==> src/rtl/reset_sequencer.sv <==
// Staged multi-domain reset sequencer: drives PLL reset, watches lock, and
// releases NUM_DOMAINS synchronous resets in order, re-sequencing on lock loss.
module reset_sequencer #(
   parameter int unsigned NUM_DOMAINS    = 4,
   parameter int unsigned PLL_RST_CYCLES = 16,
   parameter int unsigned STRETCH_CYCLES = 32,
   parameter int unsigned STAGE_DELAY    = 8,
   parameter int unsigned LOCK_TIMEOUT   = 65535,
   parameter int unsigned SYNC_STAGES    = 2
) (
   input  logic                   CLK_IN,
   input  logic                   RESET_N_IN,
   input  logic                   LOCKED_IN,
   input  logic                   SW_RESET_IN,
   output logic                   PLL_RESET_OUT,
   output logic [NUM_DOMAINS-1:0] RESET_OUT,
   output logic                   READY_OUT,
   output logic [7:0]             LOCK_LOSS_COUNT_OUT,
   output logic [2:0]             STATE_OUT
);

   localparam int unsigned MAX_A   = (PLL_RST_CYCLES > STRETCH_CYCLES) ? PLL_RST_CYCLES : STRETCH_CYCLES;
   localparam int unsigned MAX_B   = (STAGE_DELAY > LOCK_TIMEOUT) ? STAGE_DELAY : LOCK_TIMEOUT;
   localparam int unsigned MAX_CYC = (MAX_A > MAX_B) ? MAX_A : MAX_B;
   localparam int unsigned CNT_W   = $clog2(MAX_CYC);
   localparam int unsigned IDX_W   = $clog2(NUM_DOMAINS + 1);
   localparam int unsigned LAST_IDX = (NUM_DOMAINS > 1) ? NUM_DOMAINS - 2 : 0;

   localparam logic [CNT_W-1:0] PLL_LAST = CNT_W'(PLL_RST_CYCLES - 1);
   localparam logic [CNT_W-1:0] STR_LAST = CNT_W'(STRETCH_CYCLES - 1);
   localparam logic [CNT_W-1:0] STG_LAST = CNT_W'(STAGE_DELAY - 1);
   localparam logic [CNT_W-1:0] TO_LAST  = CNT_W'(LOCK_TIMEOUT - 1);
   localparam logic [NUM_DOMAINS-1:0] ALL_ONES = '1;

   typedef enum logic [2:0] {
      PLL_RST   = 3'd0,
      WAIT_LOCK = 3'd1,
      STRETCH   = 3'd2,
      RELEASE   = 3'd3,
      RUN       = 3'd4
   } state_t;

   state_t                 state;
   logic [CNT_W-1:0]       cnt;
   logic [IDX_W-1:0]       idx;
   logic [SYNC_STAGES-1:0] rst_sync;
   logic [SYNC_STAGES-1:0] lock_sync;
   logic                   rst_n;
   logic                   lock_s;

   // Assertion is immediate, deassertion ripples through the synchroniser.
   always_ff @(posedge CLK_IN or negedge RESET_N_IN) begin
      if (!RESET_N_IN) begin
         rst_sync  <= '0;
         lock_sync <= '0;
      end else begin
         rst_sync  <= {rst_sync[SYNC_STAGES-2:0], 1'b1};
         lock_sync <= {lock_sync[SYNC_STAGES-2:0], LOCKED_IN};
      end
   end

   assign rst_n     = rst_sync[SYNC_STAGES-1];
   assign lock_s    = lock_sync[SYNC_STAGES-1];
   assign STATE_OUT = state;

   always_ff @(posedge CLK_IN or negedge rst_n) begin
      if (!rst_n) begin
         state               <= PLL_RST;
         cnt                 <= '0;
         idx                 <= '0;
         PLL_RESET_OUT       <= 1'b1;
         RESET_OUT           <= '1;
         READY_OUT           <= 1'b0;
         LOCK_LOSS_COUNT_OUT <= '0;
      end else begin
         cnt <= cnt + 1'b1;
         case (state)
            PLL_RST: begin
               PLL_RESET_OUT <= 1'b1;
               RESET_OUT     <= '1;
               READY_OUT     <= 1'b0;
               if (cnt == PLL_LAST) begin
                  state         <= WAIT_LOCK;
                  cnt           <= '0;
                  PLL_RESET_OUT <= 1'b0;
               end
            end
            WAIT_LOCK: begin
               if (lock_s) begin
                  state <= STRETCH;
                  cnt   <= '0;
               end else if (cnt == TO_LAST) begin
                  state         <= PLL_RST;
                  cnt           <= '0;
                  PLL_RESET_OUT <= 1'b1;
               end
            end
            STRETCH: begin
               if (!lock_s) begin
                  state <= WAIT_LOCK;
                  cnt   <= '0;
               end else if (SW_RESET_IN) begin
                  cnt <= '0;
               end else if (cnt == STR_LAST) begin
                  cnt       <= '0;
                  idx       <= '0;
                  RESET_OUT <= ALL_ONES << 1;
                  if (NUM_DOMAINS == 1) begin
                     READY_OUT <= 1'b1;
                     state     <= RUN;
                  end else begin
                     state <= RELEASE;
                  end
               end
            end
            RELEASE, RUN: begin
               if (!lock_s) begin
                  state     <= WAIT_LOCK;
                  cnt       <= '0;
                  RESET_OUT <= '1;
                  READY_OUT <= 1'b0;
                  if (LOCK_LOSS_COUNT_OUT != 8'hFF)
                     LOCK_LOSS_COUNT_OUT <= LOCK_LOSS_COUNT_OUT + 1'b1;
               end else if (SW_RESET_IN) begin
                  state     <= STRETCH;
                  cnt       <= '0;
                  RESET_OUT <= '1;
                  READY_OUT <= 1'b0;
               end else if (state == RUN) begin
                  cnt <= '0;
               end else if (cnt == STG_LAST) begin
                  // Shifting keeps release monotonic: low bits always clear first.
                  cnt       <= '0;
                  RESET_OUT <= RESET_OUT << 1;
                  idx       <= idx + 1'b1;
                  if (idx == IDX_W'(LAST_IDX)) begin
                     READY_OUT <= 1'b1;
                     state     <= RUN;
                  end
               end
            end
            default: begin
               state         <= PLL_RST;
               cnt           <= '0;
               PLL_RESET_OUT <= 1'b1;
               RESET_OUT     <= '1;
               READY_OUT     <= 1'b0;
            end
         endcase
      end
   end

endmodule
==> config.mk <==
export PLATFORM = sky130hd
export DESIGN_NAME = reset_sequencer
export DESIGN_NICKNAME = d
export VERILOG_FILES = /design/src/rtl/reset_sequencer.sv
export SDC_FILE = /design/constraint.sdc
export NUM_CORES = 1
export LEC_CHECK = 0
export ABC_AREA = 1
export BUFFER_PORTS_ARGS = -buffer_cell sky130_fd_sc_hd__buf_2
export CAP_MARGIN = 10
export CORE_MARGIN = 2
export CORE_UTILIZATION = 50
export CTS_BUF_LIST = sky130_fd_sc_hd__clkbuf_8
export DETAILED_ROUTE_END_ITERATION = 10
export PLACE_DENSITY = 0.66
export SETUP_SLACK_MARGIN = 0.3
export SYNTH_ARGS = -nofsm -noshare
export SYNTH_HDL_FRONTEND = slang
export SYNTH_SLANG_ARGS = --single-unit
==> constraint.sdc <==
create_clock -name CLK_IN -period 3.05 [get_ports CLK_IN]
set_input_delay 0.305 -clock CLK_IN [delete_from_list [all_inputs] [get_ports CLK_IN]]
set_output_delay 0.305 -clock CLK_IN [all_outputs]
set_load 0.1 [all_outputs]
# Yosys cells after proc, flatten, opt, wreduce, memory -nomap -nowiden
# Index checks and enable logic that the tools add are counted.
dict set report totals {
  input_bits 4
  reg_bits 40
  word_cells 102
}
dict set report op_classes {
  n_eq_ne 26
  addsub 3
  n_bitwise 4
  n_reduce_logical 11
  n_mux 49
}
# operator n
set ops {}
lappend ops {{$mux W16} 10}
lappend ops {{$pmux W16 S4} 1}
lappend ops {{$mux W3} 18}
lappend ops {{$mux W4} 7}
lappend ops {{$ne A2 B2 Y1 const B} 10}
lappend ops {{$add A16 B1 Y16 const B} 1}
lappend ops {{$eq A16 B16 Y1 const B} 1}
lappend ops {{$eq A16 B3 Y1 const B} 1}
lappend ops {{$eq A16 B4 Y1 const B} 1}
lappend ops {{$eq A16 B5 Y1 const B} 1}
lappend ops {{$ne A4 B4 Y1 const B} 3}
lappend ops {{$pmux W3 S4} 1}
lappend ops {{$pmux W4 S3} 1}
lappend ops {{$eq A3 B2 Y1 const B} 3}
lappend ops {{$ne A3 B3 Y1 const B} 3}
lappend ops {{$add A8 B1 Y8 const B} 1}
lappend ops {{$mux W1} 8}
lappend ops {{$ne A8 B8 Y1 const B} 1}
lappend ops {{$reduce_and A8 Y1} 1}
lappend ops {{$reduce_and A7 Y1} 1}
lappend ops {{$pmux W3 S2} 1}
lappend ops {{$reduce_and A3 Y1} 2}
lappend ops {{$reduce_and A6 Y1} 1}
lappend ops {{$not A1 Y1} 4}
lappend ops {{10 further kinds} 11}

# Depth between registers and ports, before layout
dict set report depth {
  depth_word 7
  mapped_depth 12
  depth_no_buf 11
}

# Least setup slack after synthesis
# No wires, ideal clock.
dict set report synth_path {
  path_kind {register to register}
  start {register LOCK_LOSS_COUNT_OUT[1]}
  end {register LOCK_LOSS_COUNT_OUT[3]}
  path_stages_with_launch 8
  period_less_slack_ns 2.264
  arrival_time_ns 2.101
  n_path_buf 0
  setup_ns 0.163
  setup_slack_ns 0.786
  path_cell_list {dfrtp_1 > ha_1 > nand3_1 > nor3_1 > nand3_1 > nand3_2 > nor2_2 > xor2_1}
}
dict set report synth_via {
  elab_chain_len 2
  word_cells_on_any_way 3
  cone_classes {add/sub: 1; eq/ne: 1; reduce/logical: 1}
}
# element line_no
set synth_lines {}
lappend synth_lines {{start: declaration} 18} ;# output logic [7:0] LOCK_LOSS_COUNT_OUT,
lappend synth_lines {{start signal: assignment} 123} ;# LOCK_LOSS_COUNT_OUT <= LOCK_LOSS_COUNT_OUT + 1'b1;
lappend synth_lines {{parallel branches: the longest is 2 deep, another holds $add A8 B1 Y8} n/a}
# Several ways; the timed one is not identified.
# A chain may end at the register's enable or synchronous reset.

# Worst setup path after layout
dict set report layout_path {
  start {register state[2] (netlist: STATE_OUT[2])}
  end {register cnt[0]}
}
dict set report layout_via {
  elab_chain_len 5
  word_cells_on_any_way 10
  cone_classes {eq/ne: 4; mux: 4; reduce/logical: 2}
}
# element line_no
set layout_lines {}
lappend layout_lines {{start: declaration} 43} ;# state_t state;
lappend layout_lines {{start signal: assignment} 68} ;# state <= PLL_RST;
lappend layout_lines {{start signal: assignment} 83} ;# state <= WAIT_LOCK;
lappend layout_lines {{start signal: assignment} 90} ;# state <= STRETCH;
lappend layout_lines {{$eq A3 B3 Y1} {77, 129}}
lappend layout_lines {{$mux W16} 129} ;# end else if (state == RUN) begin
lappend layout_lines {{$mux W16} 124} ;# end else if (SW_RESET_IN) begin
lappend layout_lines {{$mux W16} 117} ;# if (!lock_s) begin
lappend layout_lines {{$pmux W16 S4 (*)} 77} ;# case (state)
lappend layout_lines {{end signal: assignment} 76} ;# cnt <= cnt + 1'b1;
lappend layout_lines {{end: declaration} 44} ;# logic [CNT_W-1:0] cnt;
# Every way passes the cells marked *; elsewhere a longest branch is shown, timed or not.

==> impl_metrics.csv <==
group,metric,value,unit
outcome,outcome,"finished, final reports clean",
clocking,cts_buffers,5,
pwr,p_leak,1.31,nW
layout,n_fill_cell,427,
setup_path,reg2regPathDepth,9,
clocking,cts.clk_slew.worst_paths,0.08,ns
setup_path,worstReg2RegEnd,"cnt[0]",
worst_hold_path,worstHoldStart,"LOCKED_IN",
floorplan,rows,24,
clocking,clkLatencyLatePin,0.29,ns
floorplan,io_pins,21,
setup_path,slowest_stage,"dfrtp_1",
grt,gr-max-usage-layer,"met2",
setup_path,critPathTopFamily,"simple AND/OR/NAND/NOR gates",
grt,gr-usage-met1,26.8,%
grt,grt_max_degree,26,
sta,min_period_over_period,67.0,%
worst_hold_path,hold_class,"in2reg",
sta,setup-tns-final,0,ns
synthesis,netlist_area,2360,um^2
worst_hold_path,hold_end,"lock_sync[0]",
clocking,cts_resized,0,
synthesis,ys.flop_type,"dfrtp_1",
place,dp_hpwl,3450,um
layout,drive_above_1_share,21.9,%
sta,min_period,2.04,ns
drt,remaining_drc_errors,0,
setup_path,reg2reg_slack,1.01,ns
synthesis,synth.yosys.seq_area_share,42.7,%
sta,fin_skew,0.00747,ns
layout,fin_util,58.6,%
place,placed_cells,362,
setup_path,startpoint_type,"flip-flop",
setup_path,path_cells,"clkinv_4 -> nand2_2 -> o21ai_4 -> nand2_4 -> inv_2 -> nand3_2 -> nand2_2 -> nor2_4 -> nor2_1",
clocking,h-tree-depth,2,
layout,area_growth,10.3,%
setup_path,max_stage_delay,0.60,ns
sta,drv_slew,0,
grt,grt_use_met2,28.9,%
sta,slew_headroom,49.2,%
synthesis,async_reset_ff_share,100,%
worst_hold_path,holdPathStages,1,
place,port_buffers,20,
sta,fmax,489,MHz
synthesis,postSynthCellCount,291,
grt,antenna_found_initial,0,
floorplan,core,4440,um^2
drt,drtPass1Iterations,4,
sta,hold_viol,0,
setup_path,path_common_cell,"nand2_2",
setup_path,crit_required,3.20,ns
synthesis,avgSynthCellArea,8.11,um^2
clocking,cts.sinks,40,
layout,fin_nets,328,
grt,overflow,0,
synthesis,synth_cell_types,30,
synthesis,synth_edf_count,0,
job,maxCapViolCount,0,
grt,grt_pass1_vias,1714,
setup_path,crit_arrival,2.19,ns
drt,wire_per_inst,12.1,um
drt,wl,4480,um
synthesis,synth_top_cell_by_area,"dfrtp_1",
clocking,clockBufferDepth,2,
grt,grtUsageTotal,19.0,%
drt,viasPerCell,4.86,
place,place_congestion,0.888,
setup_path,cp_max_fo,15,
clocking,cts_setup_buffers,0,
synthesis,synth_most_common_cell,"nand2_1",
place,place_area,2500,um^2
floorplan,start_util,53.1,%
grt,grt_pass1_wl,7780,um
sta,finalSetupViolCount,0,
synthesis,synthTopCellsByArea,"dfrtp_1, nand2_1, nor2_4, dfstp_2, nor2_1",
sta,rsz0062_at_grt,"no",
synthesis,yosys_warnings,0,
floorplan,die_area,5290,um^2
drt,ant_nets,0,
drt,vias,1802,
layout,diodes,0,
clocking,clockRootBuffer,"clkbuf_8",
synthesis,synth_top_area_share,37.1,%
setup_path,r2r-start,"STATE_OUT[2]",
floorplan,dieHeight,72.7,um
drt,drt_iter0_drc,124,
setup_path,path_class,"reg2reg",
synthesis,synth_common_cells,"nand2_1, dfrtp_1, nor2_1",
setup_path,worst_setup_path_end_kind,"flip-flop",
pwr,peakVddDrop,1.10,mV
sta,worst_slew_pin_slew,0.760,ns
layout,stdcell_count,371,
clocking,cts_tree,"done",
layout,final_area,2600,um^2
floorplan,die_w,72.7,um
grt,use_met3,4.70,%
synthesis,ys_ff_latch,40,
setup_path,cp_num_buf_inv,2,
synthesis,syn-num-nets,301,
pwr,cellPowerDensity,811,nW/um^2
-- metal layers --
metal | share of wire, % | up-vias
met2 | 45 | 36
met4 | 0.98 | 0
met5 | 0 | -
met1 | 49 | 810
met3 | 4.8 | 4
li1 | - | 952
-- registers in the layout (all words and copies together), names as in the netlist --
name / flops
idx: 3
READY_OUT: 1
STATE_OUT: 3
cnt: 16
rst_sync: 2
LOCK_LOSS_COUNT_OUT: 8
lock_sync: 2
RESET_OUT: 4
PLL_RESET_OUT: 1
-- kinds of logic after synthesis --
logic type      after synthesis  synth area share [%]
simple gates                166                  35.2
buf+inv                      42                  7.95
flops                        40                  42.7
compound gates               20                  4.93
xor+xnor                     16                  5.94
fa+ha+maj                     6                  3.18
other cells                   1                 0.159
-- area by class of cell --
class	count	area (um^2)	area share [%]
Tap cell	52	65.1	2.50
Clock buffer	6	82.6	3.17
Clock inverter	2	10.0	0.384
Timing Repair Buffer	22	118	4.52
Sequential cell	40	1010	38.7
Inverter	40	156	6.01
Multi-Input combinational cell	209	1160	44.7
-- worst reg2reg max path, delay by kind of cell (launching register included) --
family | cells | cell delay [ns]
simple gates | 6 | 1.04
flops | 1 | 0.60
buf+inv | 2 | 0.15
compound gates | 1 | 0.11
-- per-stage QoR --
| stage | total power (W) | hold slack, ns | setup slack, ns |
|---|---|---|---|
| 3_3_place_gp | 0.00176 | 0.113 | 1.04 |
| 2_1_floorplan | 0.00164 | 0.00941 | 0.786 |
| 6_report | 0.00211 | 0.120 | 1.01 |
| 3_5_place_dp | 0.00176 | 0.112 | 1.02 |
| 5_1_grt | 0.00225 | 0.109 | 0.795 |
| 4_1_cts | 0.00213 | 0.108 | 0.999 |
-- timing repair --
item / 4_1_cts / 5_1_grt
hold buffers: 1 / 0
hold endpoints to repair: 4 / 0
endpoints found under the setup margin: 0 / 0
-- placed cells by master (no fill, tap or decap), drive strengths merged --
cell         synthesis  final
dfrtp               35     35
a31oi                1      1
nand3b               3      3
dlygate4sd3          0      1
conb                 1      1
nand3               21     21
nand4                5      5
o22ai                1      1
xnor2                8      8
nor3                 7      7
clkbuf               0      6
inv                 37     37
nor2                50     50
o21ai               13     13
clkinv               3      5
buf                  2     21
xor2                 8      8
dfstp                5      5
nand2               80     80
a21oi                4      4
a21o                 1      1
ha                   6      6
-- power breakdown --
group	switching (W)	internal [W]	leakage [nW]
Clock	0.000182	0.000180	0.0510
Combinational	0.000825	0.000192	0.734
Sequential	0.0000946	0.000636	0.521
Total	0.00110	0.00101	1.31
-- worst max path at each step --
stage	depth (start not counted)	to	from
6_report	9	cnt[0]	STATE_OUT[2]
5_1_grt	8	cnt[0]	cnt[0]
4_1_cts	9	cnt[0]	STATE_OUT[2]
3_5_place_dp	8	cnt[0]	cnt[0]
3_3_place_gp	9	cnt[15]	STATE_OUT[2]
2_1_floorplan	7	LOCK_LOSS_COUNT_OUT[3]	LOCK_LOSS_COUNT_OUT[1]
No activity file was read; power rests on OpenSTA's default activity.
